===== src/rtl/mul_out_stage.sv =====
// Output stage for the FP multiplier: buffers results with their IEEE flags,
// accumulates sticky flags and counts delivered results.
module mul_out_stage #(
    parameter int SIGN_W = 1,
    parameter int EXPO_W = 8,
    parameter int MANT_W = 23,
    parameter int DEPTH  = 2
) (
    input  logic                             clk,
    input  logic                             rst,
    input  logic                             in_valid,
    output logic                             in_ready,
    input  logic [SIGN_W+EXPO_W+MANT_W-1:0]  in_a,
    input  logic [SIGN_W+EXPO_W+MANT_W-1:0]  in_b,
    input  logic [SIGN_W+EXPO_W+MANT_W-1:0]  in_res,
    output logic                             out_valid,
    input  logic                             out_ready,
    output logic [SIGN_W+EXPO_W+MANT_W-1:0]  out_res,
    output logic [3:0]                       out_flags,
    output logic [3:0]                       fflags,
    input  logic                             flag_clr,
    output logic [15:0]                      op_cnt
);

    localparam int W  = SIGN_W + EXPO_W + MANT_W;
    localparam int AW = $clog2(DEPTH);
    localparam int PW = AW + 1;

    logic [PW-1:0] wr_ptr, rd_ptr;
    logic [W-1:0]  res_mem [DEPTH];
    logic [3:0]    flg_mem [DEPTH];
    logic          empty, full, push, pop;

    // Field decode of operands and result
    logic [EXPO_W-1:0] a_exp, b_exp, r_exp;
    logic [MANT_W-1:0] a_man, b_man, r_man;
    logic a_ones, b_ones, r_ones, a_zexp, b_zexp;
    logic a_inf, b_inf, a_snan, b_snan;
    logic [3:0] new_flags;
    logic unused_signs;

    assign a_exp = in_a[MANT_W +: EXPO_W];
    assign b_exp = in_b[MANT_W +: EXPO_W];
    assign r_exp = in_res[MANT_W +: EXPO_W];
    assign a_man = in_a[MANT_W-1:0];
    assign b_man = in_b[MANT_W-1:0];
    assign r_man = in_res[MANT_W-1:0];
    assign unused_signs = ^{in_a[W-1 -: SIGN_W], in_b[W-1 -: SIGN_W]};

    assign a_ones = &a_exp;
    assign b_ones = &b_exp;
    assign r_ones = &r_exp;
    assign a_zexp = (a_exp == '0);
    assign b_zexp = (b_exp == '0);
    assign a_inf  = a_ones && (a_man == '0);
    assign b_inf  = b_ones && (b_man == '0);
    assign a_snan = a_ones && (a_man != '0) && !a_man[MANT_W-1];
    assign b_snan = b_ones && (b_man != '0) && !b_man[MANT_W-1];

    // {NV, INF, ZR, QN}
    always_comb begin
        new_flags    = '0;
        new_flags[3] = (a_zexp && b_inf) || (b_zexp && a_inf) || a_snan || b_snan;
        new_flags[2] = !a_ones && !b_ones && r_ones && (r_man == '0);
        new_flags[1] = !a_zexp && !a_ones && !b_zexp && !b_ones
                       && (r_exp == '0) && (r_man == '0);
        new_flags[0] = r_ones && (r_man != '0);
    end

    assign empty     = (wr_ptr == rd_ptr);
    assign full      = (wr_ptr[AW-1:0] == rd_ptr[AW-1:0]) && (wr_ptr[AW] != rd_ptr[AW]);
    assign in_ready  = !full;
    assign out_valid = !empty;
    assign push      = in_valid && in_ready;
    assign pop       = out_valid && out_ready;
    assign out_res   = res_mem[rd_ptr[AW-1:0]];
    assign out_flags = flg_mem[rd_ptr[AW-1:0]];

    // Entry storage carries no reset; the pointers alone define validity.
    always_ff @(posedge clk) begin
        if (push) begin
            res_mem[wr_ptr[AW-1:0]] <= in_res;
            flg_mem[wr_ptr[AW-1:0]] <= new_flags;
        end
    end

    always_ff @(posedge clk or posedge rst) begin
        if (rst) begin
            wr_ptr <= '0;
            rd_ptr <= '0;
            fflags <= '0;
            op_cnt <= '0;
        end else begin
            if (push)
                wr_ptr <= wr_ptr + PW'(1);
            if (pop) begin
                rd_ptr <= rd_ptr + PW'(1);
                op_cnt <= op_cnt + 16'd1;
                // The popped flags win over a simultaneous clear.
                if (flag_clr)
                    fflags <= out_flags;
                else
                    fflags <= fflags | out_flags;
            end else if (flag_clr) begin
                fflags <= '0;
            end
        end
    end

endmodule


===== config.mk =====
export PLATFORM = sky130hd
export DESIGN_NAME = mul_out_stage
export DESIGN_NICKNAME = d
export VERILOG_FILES = /design/src/rtl/mul_out_stage.sv
export SDC_FILE = /design/constraint.sdc
export NUM_CORES = 1
export LEC_CHECK = 0
export CAP_MARGIN = 25
export CORE_MARGIN = 1
export CORE_UTILIZATION = 41
export DETAILED_ROUTE_END_ITERATION = 10
export PLACE_DENSITY = 0.87
export SLEW_MARGIN = 20
export SYNTH_ARGS = -nofsm -noshare
export SYNTH_HDL_FRONTEND = slang
export SYNTH_SLANG_ARGS = --single-unit

===== constraint.sdc =====
create_clock -name clk -period 8.24 [get_ports clk]
set_input_delay 1.648 -clock clk [delete_from_list [all_inputs] [get_ports clk]]
set_output_delay 1.648 -clock clk [all_outputs]
set_load 0.005 [all_outputs]

==> results.txt <==
The remaining number of nets flagged by the antenna check after routing is 0. Once detailed placement completed, the half-perimeter wirelength came to about 6700 um. In this run the number of H-tree levels came out at 3.

The total number of clock tree sinks is 96. The total number of vias is around 2,800. The floorplan core area is 9284 sq um. In this run the worst hold path is classified as reg2reg. The worst hold slack across all endpoints came out at just under 0.5 ns. The worst setup skew after layout came out at between 0.015 and 0.02 ns.

Setup total negative slack on the finished layout was measured at 0 ns. The number of standard cells in the final layout excluding fillers came out at 551. Of the synthesized area, sequential elements account for a little over two thirds. The die is 100.1 um wide. Setup repair after global routing left no endpoint under its margin. The final-report hold violation count is 0.

The multi-input combinational cells in the finished layout cover a total of 1161 sq um. The most repeated cell in the gate-level netlist after synthesis is sky130_fd_sc_hd__edfxtp_1. The number of antenna violations at the first check in global routing came out at 0. A synthesized cell averages 15.67 sq um. The count of hold-fix buffers inserted at cts is 0. The number of synthesis warnings came out at 0. The synthesized netlist cell count is 252. The unique cell type count in the Yosys netlist came out at 27. The placed instance count is 533. The beginning of the critical path is rd_ptr[0]. The clock slew at the register clock pins of the worst setup and hold paths came out at 0.09 ns. The initial core utilization came out at 42.53%. At the worst endpoint, the required time is 6.59 ns.

The startpoint identified for the worst hold timing path is wr_ptr[1]. STA classifies the critical path endpoint as a primary output. Entering global routing, the biggest net connects 40 pins.

The synthesized netlist net count is 354. The I/O pin count is 159. Summed over all layers, the routed wires come to between 9000 and 10,000 um. The number of endpoints failing setup at the final stage is 0. The detail-routed net length per standard cell came out at 16.57 um. Counting I/O delays and the setup requirement, the final critical path takes 4.078 ns. The worst register-to-register path begins at rd_ptr[0]. The transition at the pin with the smallest max-transition slack is 0.9276 ns. The worst setup path is launched from a register. Buffers added to address setup during post-CTS repair amount to 0. The last weighted congestion value of the routability-driven placer came out at 0.7959.

The full die area came out at approximately 10,000 sq um. The share of final-layout standard cells stronger than drive strength 1 is approximately 15%. The detailed-route vias per instance is 5.102. The starting DRC count in detailed routing came out at 75. The final period utilization is around half. The commonest cells after synthesis are 72 x sky130_fd_sc_hd__edfxtp_1, 37 x sky130_fd_sc_hd__mux2_2, 24 x sky130_fd_sc_hd__dfrtp_1. The maximum fanout along the worst path came out at 39. The area growth from synthesis to layout came out at 49.21%.

The leakage component of the power is 2.008 nW. TritonCTS built the clock tree. The relative slew slack came out at 38.16%. The chip height came out at 100.1 um. At the later pin of the worst-skew pair, clock insertion delay measures 0.36 ns. The register bit total from synthesis is 96.

The total track usage is a little under a fifth. The detailed-router iteration count before antenna repair is 4. The largest area contributor in the synthesized netlist is sky130_fd_sc_hd__edfxtp_1. For this run, the leading register cell type out of synthesis is sky130_fd_sc_hd__edfxtp_1.

The number of rows created at floorplan came out at 35. CTS placed an instance of sky130_fd_sc_hd__clkbuf_8 at the clock tree root. Input and output buffers added on the ports amount to 156. The max-slew violation count came to 0. The global-route wire length before repair came out at 13,850 um. The filler cells instantiated in the layout total 741. The maximum ir drop on the vdd rail came out at 0.1790 mV. The DRC violation count after routing came out at 0. Counting the buffers created by CTS gives 9.

The power per cell area is 293.1 nW/um^2. For this run the aggregate overflow at the end of global routing stands at 0. The synthesized cell area is 3949 sq um. The number of synthesized flops with an enable pin is 72. 0 antenna diodes ended up in the layout. The arrival time at the worst endpoint came out at 2.43 ns. The number of nets in the layout is approximately 520. The total of cells resized after clock tree synthesis is 0. The critical path is of the reg2out type.

By area the synthesized netlist is led by sky130_fd_sc_hd__edfxtp_1 55%, sky130_fd_sc_hd__dfrtp_1 15%, sky130_fd_sc_hd__mux2_2 11%, sky130_fd_sc_hd__xnor2_1 3.8%, sky130_fd_sc_hd__nor4_1 3.2%. Of all flip-flops after synthesis, the portion carrying an async set or reset was 25.00%. The via count of the first global-routing pass came out at 2,941. The highest clock frequency the design can meet came out at 245.2 MHz. The maximum count of clock buffers along a single path came out at 2. The share of the synthesized area in the top cell type is 54.75%. The flow ran to the end, and the final reports show no timing, DRC or antenna violations. The sequential standard cell area came out at roughly 2800 sq um.

The max-cap violation count is 0.
[through the flow]
step           total power, mW  setup slack [ns]  utilization, %  cell area, sq um
3_5_place_dp             1.446             4.484           61.00              5663
4_1_cts                  1.737             4.080           63.01              5849
5_1_grt                  1.825             3.953           63.46              5892
3_3_place_gp             1.420             4.509           61.00              5663
6_report                 1.727             4.162           63.46              5892
2_1_floorplan            1.060             4.570               -              3949
[kinds of logic after synthesis]
group	share of synthesized area, %
multiplexers	10.55
adder cells (fa/ha/maj)	0.3168
XOR/XNOR	4.658
AO/OA/AOI/OAI	2.376
flip-flops	69.96
AND/OR/NAND/NOR	11.28
buffers and inverters	0.8552
[flip-flops by register name, summed over array words and instances, names as in the netlist]
name     count
res_mem     64
op_cnt      16
flg_mem      8
fflags       4
rd_ptr       2
wr_ptr       2
[worst max-delay path: stages, from the launching register on]
cell                              delay [ns]
sky130_fd_sc_hd__dfrtp_2                0.95
sky130_fd_sc_hd__xnor2_1                0.38
sky130_fd_sc_hd__nand2b_1               0.21
sky130_fd_sc_hd__clkdlybuf4s50_1        0.54
[power by group]
group / internal (mW) / switching (mW) / total [mW]
registers: 0.687 / 0.0982 / 0.785
logic: 0.403 / 0.250 / 0.653
clock network: 0.115 / 0.173 / 0.289
total: 1.21 / 0.521 / 1.73
[cell usage in the layout, fill, tap and decap left out, drive strengths merged, types with 3 or more instances in the layout]
master / Yosys / routed
clkdlybuf4s50: 0 / 156
edfxtp: 72 / 72
mux2: 37 / 37
dfrtp: 24 / 24
nor4: 20 / 20
xnor2: 17 / 17
nand4: 14 / 14
nand2: 14 / 14
clkbuf: 0 / 9
nand3: 8 / 8
nor3: 7 / 7
inv: 4 / 7
nor2: 6 / 6
a22o: 4 / 4
xor2: 4 / 4
or4: 3 / 3
clkinvlp: 0 / 3
[cell type report]
type	count	area share, %
sequential	96	46.91
timing repair buffer	158	27.22
multi-input combinational	148	19.71
tap	129	2.739
clock buffer	9	2.102
clock inverter	7	1.062
inverter	4	0.2548
[path summary, 6_finish.rpt]
check | slack, ns | end | cells after the start
worst min-delay path | 0.49 | wr_ptr[1] | 1
max in group asynchronous | 6.31 | rd_ptr[0] | 3
min in group asynchronous | 1.52 | op_cnt[11] | 2
worst max-delay path | 4.16 | in_ready | 3
worst min register to register | 0.49 | wr_ptr[1] | 1
worst max register to register | 5.49 | flg_mem[1][2] | 3
[metal layers]
metal	vias up	share of wire, %	wire [um]	global-route usage, %
met3	9	6.1	555	4.457
met2	136	55	5054	36.35
met5	-	0	0	0
met4	0	1.3	115	6.912
li1	1320	-	-	-
met1	1346	37	3406	18.85
Note: power is estimated with default switching activity, not from simulation.
